`src/rtl/i2c_config_sequencer.sv`:
```
// Walks the WM8731 init table: one-cycle start pulse per word, start to pulse is 1 cycle, guard gap between words, timeout/retry per word.
// No backpressure: the word is held until the sender's completion pulse or a timeout, and start requests are only honoured in IDLE/DONE.
module i2c_config_sequencer #(
  parameter int NUM_CMD        = 7,
  parameter int GAP_CYCLES     = 4,
  parameter int TIMEOUT_CYCLES = 255,
  parameter int MAX_RETRY      = 3
) (
  input  logic        i_clk,
  input  logic        i_rst,
  input  logic        i_start,
  output logic        o_i2c_start,
  output logic [23:0] o_i2c_dat,
  input  logic        i_i2c_finished,
  output logic        o_finished,
  output logic        o_error,
  output logic [2:0]  o_cmd_idx
);

  localparam int WW = ($clog2(TIMEOUT_CYCLES + 1) > 8) ? $clog2(TIMEOUT_CYCLES + 1) : 8;
  localparam int GW = ($clog2(GAP_CYCLES + 1) > 1) ? $clog2(GAP_CYCLES + 1) : 1;
  localparam int RW = ($clog2(MAX_RETRY + 1) > 2) ? $clog2(MAX_RETRY + 1) : 2;

  localparam logic [WW-1:0] TIMEOUT_V  = WW'(TIMEOUT_CYCLES);
  localparam logic [GW-1:0] GAP_LAST_V = GW'(GAP_CYCLES - 1);
  localparam logic [RW-1:0] RETRY_V    = RW'(MAX_RETRY);
  localparam logic [2:0]    LAST_IDX_V = 3'(NUM_CMD - 1);

  typedef enum logic [1:0] {
    S_IDLE = 2'd0,
    S_WAIT = 2'd1,
    S_GAP  = 2'd2,
    S_DONE = 2'd3
  } state_t;

  state_t        state;
  logic [2:0]    idx;
  logic [WW-1:0] wait_cnt;
  logic [GW-1:0] gap_cnt;
  logic [RW-1:0] retry;

  function automatic logic [23:0] cmd_word(input logic [2:0] i);
    logic [23:0] w;
    case (i)
      3'd0:    w = 24'h341E00;
      3'd1:    w = 24'h340815;
      3'd2:    w = 24'h340A00;
      3'd3:    w = 24'h340C00;
      3'd4:    w = 24'h340E42;
      3'd5:    w = 24'h341019;
      3'd6:    w = 24'h341201;
      default: w = 24'h341E00;
    endcase
    return w;
  endfunction

  assign o_cmd_idx = idx;

  always_ff @(posedge i_clk or negedge i_rst) begin
    if (!i_rst) begin
      state       <= S_IDLE;
      idx         <= 3'd0;
      wait_cnt    <= '0;
      gap_cnt     <= '0;
      retry       <= '0;
      o_i2c_start <= 1'b0;
      o_i2c_dat   <= 24'h0;
      o_finished  <= 1'b0;
      o_error     <= 1'b0;
    end else begin
      o_i2c_start <= 1'b0;
      case (state)
        S_IDLE, S_DONE: begin
          if (i_start) begin
            state       <= S_WAIT;
            idx         <= 3'd0;
            retry       <= '0;
            wait_cnt    <= '0;
            gap_cnt     <= '0;
            o_i2c_start <= 1'b1;
            o_i2c_dat   <= cmd_word(3'd0);
            o_finished  <= 1'b0;
            o_error     <= 1'b0;
          end
        end

        S_WAIT: begin
          // A completion on the timeout edge still counts as success.
          if (i_i2c_finished) begin
            wait_cnt <= '0;
            if (idx == LAST_IDX_V) begin
              state      <= S_DONE;
              o_finished <= 1'b1;
              o_error    <= 1'b0;
            end else begin
              state   <= S_GAP;
              idx     <= idx + 3'd1;
              retry   <= '0;
              gap_cnt <= '0;
            end
          end else if (wait_cnt == TIMEOUT_V) begin
            wait_cnt <= '0;
            if (retry == RETRY_V) begin
              state      <= S_DONE;
              o_finished <= 1'b1;
              o_error    <= 1'b1;
            end else begin
              state   <= S_GAP;
              retry   <= retry + 1'b1;
              gap_cnt <= '0;
            end
          end else begin
            wait_cnt <= wait_cnt + 1'b1;
          end
        end

        S_GAP: begin
          if (gap_cnt == GAP_LAST_V) begin
            state       <= S_WAIT;
            gap_cnt     <= '0;
            wait_cnt    <= '0;
            o_i2c_start <= 1'b1;
            o_i2c_dat   <= cmd_word(idx);
          end else begin
            gap_cnt <= gap_cnt + 1'b1;
          end
        end

        default: state <= S_IDLE;
      endcase
    end
  end

endmodule

```
`config.mk`:
```
export PLATFORM = sky130hd
export DESIGN_NAME = i2c_config_sequencer
export DESIGN_NICKNAME = d
export VERILOG_FILES = /design/src/rtl/i2c_config_sequencer.sv
export SDC_FILE = /design/constraint.sdc
export NUM_CORES = 1
export LEC_CHECK = 0
export ABC_AREA = 1
export BUFFER_PORTS_ARGS = -buffer_cell sky130_fd_sc_hd__buf_2
export CORE_MARGIN = 10
export CORE_UTILIZATION = 40
export CTS_BUF_LIST = sky130_fd_sc_hd__clkbuf_2 sky130_fd_sc_hd__clkbuf_4 sky130_fd_sc_hd__clkbuf_8
export DETAILED_ROUTE_END_ITERATION = 16
export PLACE_DENSITY = 0.62
export SYNTH_ARGS = -nofsm -noshare
export SYNTH_HDL_FRONTEND = slang
export SYNTH_SLANG_ARGS = --single-unit
export TNS_END_PERCENT = 30
```
`constraint.sdc`:
```
create_clock -name i_clk -period 3.32 [get_ports i_clk]
set_input_delay 0.664 -clock i_clk [delete_from_list [all_inputs] [get_ports i_clk]]
set_output_delay 0.664 -clock i_clk [all_outputs]
set_load 0.02 [all_outputs]
```
## After elaboration in Yosys (flattened, before gate mapping)

Index checks and enable logic that the tools add are counted.

- $add $sub $neg: 4
- Reductions and logical operators: 11
- Muxes and demuxes: 44
- Equal/unequal tests: 21

Operator list:

| kind | count |
|---|---|
| 13-bit case mux with 6 select lines | 1 |
| 24-bit 2-to-1 mux | 2 |
| 24-bit case mux with 2 select lines | 1 |
| 8-bit 2-to-1 mux | 4 |
| 3-bit 2-to-1 mux | 8 |
| 8-bit case mux with 3 select lines | 1 |
| 2-bit 2-to-1 mux | 9 |
| 3-bit inequality test, second input constant | 5 |
| 1-bit 2-to-1 mux | 11 |
| 5-bit AND reduction | 2 |
| 3-bit by 2-bit equality test with 1-bit output, second input constant | 3 |
| 3-bit equality test, second input constant | 3 |
| 3-bit case mux with 3 select lines | 1 |
| 8-bit by 1-bit adder with 8-bit output, second input constant | 1 |
| 8-bit equality test, second input constant | 1 |
| 2-bit inequality test, second input constant | 4 |
| 4-bit AND reduction | 2 |
| 3-bit by 1-bit adder with 3-bit output, second input constant | 2 |
| 2-bit equality test, second input constant | 3 |
| 1-bit case mux with 2 select lines | 3 |
| 2-bit case mux with 3 select lines | 1 |
| 3-bit case mux with 2 select lines | 1 |
| 3-bit AND reduction | 2 |
| 2-bit case mux with 2 select lines | 1 |
| other kinds (7) | 8 |

- Input bits: 4
- Register bits: 45
- Output and inout bits: 30

## Logic depth before layout (Yosys ltp)

Gate-level depths: netlist (run 1).

- Depth in word-level cells: 5
- Mapped depth: 11
- Depth with buffers taken out: 11

## Worst setup path after synthesis (run 1)

No wires, ideal clock.

- Path type: reg2reg
- Start point: register idx[0], in the netlist o_cmd_idx[0]
- End point: register retry[0]
- Setup time: 0.121 ns
- Path buffers: 0
- Arrival: 1.326 ns
- Cell stages (with the launch flop): 9
- Required time: 3.199 ns
- Slack: 1.873 ns
- Cell sequence: dfrtp_1 -> inv_1 -> ha_1 -> nand2_1 -> nand2_1 -> nand3_1 -> nand2_1 -> o21bai_1 -> nand2_1

- Cells in the longest elaborated chain, start to end: 3

Ends and longest elaborated chain:

| element | RTL line | RTL |
|---|---|---|
| from (decl) | 37 | `logic [2:0] idx;` |
| from (signal assigned) | 97 | `idx <= idx + 3'd1;` |
| 3-bit equality test | 91 | `if (idx == LAST_IDX_V) begin` |
| 3-bit inequality test (no line) | - |  |
| 5-bit AND reduction (no line) | - |  |
| to (signal assigned) | 109 | `retry <= retry + 1'b1;` |
| to (decl) | 40 | `logic [RW-1:0] retry;` |

No other way between the ends.
A chain may end at the register's enable or synchronous reset.

## Worst setup path after layout (run 1)

- Start point: register state[1]
- End point: register wait_cnt[7]

- Cells in the longest elaborated chain, start to end: 4
- Elaborated cells on any way between the ends: 9
- Those cells by class: eq/ne: 5; mux: 1; reduce/logical: 3

Ends and longest elaborated chain:

| element | RTL line | RTL |
|---|---|---|
| from (decl) | 36 | `state_t state;` |
| from (signal assigned) | 61 | `state <= S_IDLE;` |
| from (signal assigned) | 75 | `state <= S_WAIT;` |
| from (signal assigned) | 92 | `state <= S_DONE;` |
| 2-bit equality test or 2-bit zero test (tied branches) | 72 | `case (state)` |
| 2-bit OR reduction | 72 |  |
| 2-bit inequality test (no line) | - |  |
| 2-bit AND reduction (no line) | - |  |
| to (signal assigned) | 113 | `wait_cnt <= wait_cnt + 1'b1;` |
| to (decl) | 38 | `logic [WW-1:0] wait_cnt;` |

Parallel ways exist; a longest one is shown, timed or not.

==> results of run 1 <==
==> Yosys cell counts <==
cell type / number
nor2_4: 1
nand2_2: 3
o21bai_1: 2
o211ai_1: 1
nor2_1: 17
nand4_1: 2
nand2_4: 2
nor2_2: 4
o21ai_1: 9
clkbuf_1: 1
or2_2: 1
a21oi_1: 10
ha_1: 9
nand3b_1: 1
inv_4: 1
inv_2: 4
or2_1: 1
conb_1: 1
nand3_2: 2
inv_1: 30
nor2_8: 1
nand2_1: 56
o21ai_0: 7
dfrtp_1: 31
buf_4: 15
nand3_1: 13
==> cells by family (layout without fill, tap and decap cells) <==
| logic type | count (synthesis) | in the layout |
|---|---|---|
| and+or+nand+nor | 104 | 104 |
| other | 1 | 11 |
| adders and majority gates | 9 | 9 |
| AOI/OAI and AO/OA | 29 | 29 |
| DFF | 31 | 31 |
| buffers and inverters | 51 | 65 |
==> sequential cells by signal, summed over array words and instances (netlist names) <==
| register | cells |
|---|---|
| o_finished | 1 |
| gap_cnt | 3 |
| o_i2c_dat | 10 |
| o_error | 1 |
| o_i2c_start | 1 |
| wait_cnt | 8 |
| o_cmd_idx | 3 |
| retry | 2 |
| state | 2 |
==> worst paths after layout <==
path | depth (start not counted) | to | from
worst max-delay path | 8 | wait_cnt[7] | state[1]
worst min-delay path | 1 | o_i2c_dat[11] | i_rst
worst max register to register | 8 | wait_cnt[7] | state[1]
worst min register to register | 2 | o_i2c_dat[9] | o_i2c_dat[9]
max in group asynchronous | 1 | gap_cnt[1] | i_rst
min in group i_clk | 2 | o_i2c_dat[9] | o_i2c_dat[9]
==> power by group through the flow <==
stage,clock network (mW),logic (mW),registers (mW)
2_1_floorplan,0,0.605,0.604
3_3_place_gp,0,0.860,0.534
3_5_place_dp,0,0.862,0.536
4_1_cts,0.395,0.864,0.530
5_1_grt,0.409,0.980,0.540
6_report,0.382,0.850,0.529
==> final cells by class <==
class	count	share of cell area [%]
Clock buffer	6	4.13
Clock inverter	2	1.75
Inverter	35	6.70
Multi-Input combinational cell	153	39.8
Sequential cell	31	38.8
Tap cell	52	3.26
Timing Repair Buffer	22	5.51
==> stage by stage <==
stage	power (mW)	hold WS, ns	utilization, %	instances	setup slack [ns]
6_report	1.76	0.430	46.2	301	1.53
5_1_grt	1.93	0.477	46.2	301	1.33
4_1_cts	1.79	0.446	46.2	301	1.53
3_5_place_dp	1.40	0.460	43.5	293	1.56
3_3_place_gp	1.39	0.457	43.5	293	1.57
2_1_floorplan	1.21	0.368	-	235	1.87
==> metal layers <==
layer | share of wire (%) | global-route usage (%) | routed length (um) | vias to the layer above
met5 | 0 | 0 | 0 | -
met4 | 1.5 | 3.53 | 52 | 0
met3 | 6.9 | 4.32 | 238 | 5
met2 | 47 | 15.3 | 1600 | 28
met1 | 45 | 10.8 | 1540 | 603
li1 | - | - | - | 721
==> worst max-delay path, stage by stage (launching register included) <==
cell and delay, ns:
dfrtp_1 0.38, inv_1 0.08, ha_1 0.47, inv_1 0.16
nor2_2 0.22, nand2_2 0.15, nand2_4 0.11, nand2_1 0.06
nor2_1 0.10
==> flow_summary_export.csv, run 1 <==
group,metric,value,unit
sta,slew_violations,0,
logic_synthesis,synth_warnings,0,
routing,drt_first_iter_violations,42,
sta,setup_viol,0,
clock_network,cts_root_buf,"clkbuf_8",
sta,fin_setup_tns,0,ns
finish,layout-drive-gt1-share,19.7,%
sta,hold_violations,0,
clock_network,ctsLongestPathBuffers,2,
logic_synthesis,synth_area_leader_cell,"dfrtp_1",
power,p_int,0.980,mW
die,ios,34,
logic_synthesis,ys_types,26,
min_path,hold_class,"in -> async",
finish,multiInputGateArea,796,um^2
clock_network,postCtsResizedCells,0,
clock_network,cts_tree,"yes",
logic_synthesis,synthMuxAreaShare,0,%
sta,max-slew-margin-rel,53.2,%
global_routing,antenna_found_initial,0,
routing,vias_per_cell,4.51,
worst_setup_path,worstPathMaxFanout,11,
die,initial_core_util,41.3,%
finish,postLayoutCellArea,2000,um^2
worst_setup_path,criticalPathCategory,"reg -> reg",
routing,drt-total-wl,3.43,mm
finish,most-common-layout-cells,"nand2_1 (56), dfrtp_1 (31), inv_1 (30), buf_2 (22), nor2_1 (17)",
logic_synthesis,synthCells,225,
power,p_per_area,881,nW/um^2
die,die_h,86.8,um
clock_network,h-tree-depth,2,
routing,final_antenna_net_count,0,
place,io_buffer_count,22,
finish,layout.nets,261,
global_routing,grt_pass1_vias,1319,
place,gp_congestion,0.739,
global_routing,grt_max_degree,32,
worst_setup_path,startpoint_type,"register",
worst_setup_path,arrival,2.00,ns
die,dieArea,7530,um^2
power,clockPowerShare,21.7,%
power,pwr-share-seq,30.0,%
global_routing,grt.total_usage,9.51,%
logic_synthesis,synthAdderAreaFrac,6.31,%
logic_synthesis,synth-simple-area-share,27.4,%
finish,fillers,446,
power,leakagePower,1.05,nW
sta,worst_slew_pin_slew,0.703,ns
die,die_x,86.8,um
power,switching_share,44.3,%
power,vdd.ir_drop.worst,0.468,mV
power,combPwrFrac,48.3,%
logic_synthesis,synth_top_family_by_area,"simple AND/OR/NAND/NOR gates",
worst_setup_path,end_kind,"register",
clock_network,path_clk_slew,0.07,ns
finish,syn2layout_area_growth,12.0,%
logic_synthesis,synth_seq_area_share,43.5,%
clock_network,cts_inserted_buffers,5,
logic_synthesis,synth_top_area_share,43.5,%
die,core_region_area,4320,um^2
clock_network,clock-sinks,31,
sta,rsz0062_at_grt,"no",
die,rows,24,
finish,seqCellArea,776,um^2
logic_synthesis,ys_ff_latch,31,
routing,wire_per_inst,11.4,um
global_routing,globalRoute.totalOverflow,0,
flow_run,drv_cap,0,
worst_setup_path,r2r_slack,1.53,ns
clock_network,cts_hold_buf,0,
sta,max_freq,560,MHz
clock_network,clock_latency,0.28,ns
logic_synthesis,synth.area.top_cells,"dfrtp_1 (43%), nand2_1 (12%), buf_4 (6.3%)",
sta,clock_skew,0.00416,ns
place,dp_hpwl,2.68,mm
place,place_area,1880,um^2
sta,min_period_over_period,53.8,%
routing,num_vias,1357,
status,status,"completed",
logic_synthesis,synth-xor-area-share,0,%
finish,antenna_cells,0,
logic_synthesis,syn_area_per_cell,7.93,um^2
clock_network,cts_setup_buffers,0,
worst_setup_path,required,3.53,ns
routing,first_pass_iters,4,
logic_synthesis,synth_compound_area_share,8.56,%
sta,min_period,1.79,ns
logic_synthesis,syn_area,1780,um^2
routing,drc,0,
global_routing,grt_pass1_wl,5.87,mm
power,p_sw,0.781,mW
finish,layout_commonest_cell,"nand2_1",
No activity file was read; power rests on OpenSTA's default activity.
==> inputs of run 2 (changes only) <==
--- a/config.mk
+++ b/config.mk
@@ -5,7 +5,7 @@
 export SDC_FILE = /design/constraint.sdc
 export NUM_CORES = 1
 export LEC_CHECK = 0
-export ABC_AREA = 1
+export ABC_AREA = 0
 export BUFFER_PORTS_ARGS = -buffer_cell sky130_fd_sc_hd__buf_2
 export CORE_MARGIN = 10
 export CORE_UTILIZATION = 40
==> constraint.sdc (replaced) <==
create_clock -name i_clk -period 1.8 [get_ports i_clk]
set_input_delay 0.36 -clock i_clk [delete_from_list [all_inputs] [get_ports i_clk]]
set_output_delay 0.36 -clock i_clk [all_outputs]
set_load 0.02 [all_outputs]
==> run 2 against run 1 <==
Against the previous run: utilization grew 2.2 points; total power up 74%; count of clock-buffer cells in the layout down 1; register-to-register slack worse by 1.5 ns; worst setup slack worse by 1.5 ns; critical path depth down 2; fmax up 2.3%; combinational power up 86%; via count increased by 0.66%; largest cell class unchanged.
==> flow_summary_export.csv, run 2 <==
group,metric,value,unit
status,status,"completed",
global_routing,antenna_found_initial,0,
power,report.power.total,3.07,mW
routing,drt_first_iter_violations,12,
die,dieArea,7570,um^2
place,dp_cells,264,
finish,fillers,444,
routing,vias_per_cell,5.00,
place,post-place-ws,0.0270,ns
clock_network,path_clk_slew,0.07,ns
routing,first_pass_iters,4,
logic_synthesis,synthCells,185,
worst_setup_path,arrival,1.97,ns
finish,top_register,"o_i2c_dat",
sta,rsz0062_at_grt,"yes",
place,gp_congestion,0.793,
global_routing,grt_max_degree,32,
worst_setup_path,end_kind,"register",
logic_synthesis,synth_area_leader_cell,"dfrtp_1",
power,leakagePower,0.970,nW
die,die_h,87.0,um
clock_network,cts_hold_buf,0,
finish,most-common-layout-cells,"dfrtp_1 (31), nand2_1 (24), buf_2 (22), buf_4 (15), conb_1 (11)",
logic_synthesis,synth.most_common_cell,"dfrtp_1",
flow_run,drv_cap,0,
sta,clock_skew,0.00674,ns
die,core_region_area,4350,um^2
place,dp_hpwl,2.83,mm
worst_setup_path,startpoint_type,"register",
sta,worst_slew_pin_slew,0.682,ns
logic_synthesis,synth_edf_count,0,
global_routing,globalRoute.totalOverflow,0,
clock_network,ctsLongestPathBuffers,2,
power,p_per_area,1460,nW/um^2
logic_synthesis,synth_top_area_share,43.2,%
die,initial_core_util,41.2,%
global_routing,grt_pass1_vias,1336,
logic_synthesis,synth_warnings,0,
routing,num_vias,1366,
finish,antenna_cells,0,
sta,fin_ws,0.0546,ns
sta,max-slew-margin-rel,54.5,%
sta,min_period,1.75,ns
sta,fin_setup_tns,0,ns
finish,multiInputGateArea,905,um^2
logic_synthesis,synth.area.top_cells,"dfrtp_1 (43%), ha_1 (6.3%), buf_4 (5.9%)",
clock_network,cts_root_buf,"clkbuf_8",
clock_network,cts_inserted_buffers,5,
global_routing,grt.total_usage,10.6,%
worst_setup_path,worstPathMaxFanout,9,
die,rows,24,
finish,seqCellArea,776,um^2
clock_network,h-tree-depth,2,
die,die_x,87.0,um
power,vdd.ir_drop.worst,0.793,mV
logic_synthesis,ys.flop_type,"dfrtp_1",
routing,drc,0,
sta,hold_violations,0,
logic_synthesis,ys_types,45,
finish,layout-drive-gt1-share,28.1,%
sta,slew_violations,0,
routing,final_antenna_net_count,0,
finish,finalNonFillerCells,273,
logic_synthesis,ys_top_cells_by_count,"dfrtp_1 (31), nand2_1 (24), buf_4 (14)",
sta,max_freq,573,MHz
worst_setup_path,required,2.02,ns
sta,min_period_over_period,97.0,%
die,ios,34,
clock_network,cts_tree,"yes",
logic_synthesis,synth_seq_area_share,43.2,%
finish,layout_commonest_cell,"dfrtp_1",
logic_synthesis,syn_area_per_cell,9.71,um^2
global_routing,grt_pass1_wl,6.34,mm
routing,wire_per_inst,13.6,um
finish,syn2layout_area_growth,17.3,%
logic_synthesis,syn_area,1800,um^2
sta,setup_viol,0,
finish,layout.nets,233,
logic_synthesis,async_reset_ff_share,100,%
routing,drt-total-wl,3.72,mm
clock_network,clock_latency,0.29,ns
place,io_buffer_count,22,
finish,largest_register_ffs,10,
worst_setup_path,criticalPathCategory,"reg -> reg",
finish,top_regs,"o_i2c_dat: 10 flops, wait_cnt: 8 flops",
logic_synthesis,ys_ff_latch,31,
clock_network,clock-sinks,31,
min_path,hold_class,"in -> async",
==> run 2: cells by family after synthesis <==
group,synth area share [%]
XOR/XNOR,0.488
adder cells (fa/ha/maj),6.27
other,0.209
buffers and inverters,10.0
flip-flops,43.2
AND/OR/NAND/NOR,18.8
AO/OA/AOI/OAI,16.7
multiplexers,4.25
==> run 2: worst paths after layout <==
| path | slack [ns] | end | depth (start not counted) | from |
|---|---|---|---|---|
| setup / recovery | 0.05 | wait_cnt[7] | 6 | state[0] |
| hold / removal | 0.10 | o_cmd_idx[2] | 1 | i_rst |
| setup reg to reg | 0.05 | wait_cnt[7] | 6 | state[0] |
| hold reg to reg | 0.48 | o_i2c_dat[0] | 2 | o_i2c_dat[0] |
| max in group asynchronous | 1.25 | wait_cnt[6] | 1 | i_rst |
| min in group i_clk | 0.37 | o_i2c_start | 3 | i_start |
==> run 2: layout make-up <==
| class | count | area share (%) |
|---|---|---|
| clock buffer | 5 | 3.27 |
| multi-input combinational | 134 | 43.0 |
| clock inverter | 3 | 0.951 |
| sequential | 31 | 36.8 |
| tap | 52 | 3.09 |
| timing repair buffer | 38 | 11.1 |
| inverter | 10 | 1.78 |
==> run 2: routing by layer <==
| metal | share of wire (%) | GRT usage (%) |
|---|---|---|
| met2 | 42 | 15.5 |
| met4 | 2.2 | 5.74 |
| met5 | 0 | 0 |
| met1 | 47 | 12.5 |
| met3 | 8.2 | 4.87 |
==> run 2: worst max-delay path, stage by stage, from the launching register on <==
cell	delay, ns
dfrtp_1	0.40
inv_2	0.08
ha_4	0.21
nor2b_4	0.16
a211oi_4	0.21
or4b_1	0.47
a21oi_2	0.14
==> run 2: what timing repair did <==
action / CTS / global route
setup endpoints to repair: 1 / 13
pin swaps: 1 / 0
setup buffers: 1 / 0
resized for setup: 0 / 6
gates cloned: 0 / 0
==> run 2: metrics by stage <==
step                instance area (um^2)  hold slack, ns  util [%]
global route                        2110           0.150      48.4
detailed placement                  1990           0.458      45.7
global placement                    1990           0.445      45.7
floorplan                           1850          0.0644         -
CTS                                 2090           0.136      47.9
finish                              2110           0.103      48.4
==> run 2: power by group <==
group	switching (mW)	internal, mW	leakage (nW)
Combinational	0.925	0.656	0.530
Clock	0.277	0.268	0.0402
Sequential	0.0862	0.854	0.401
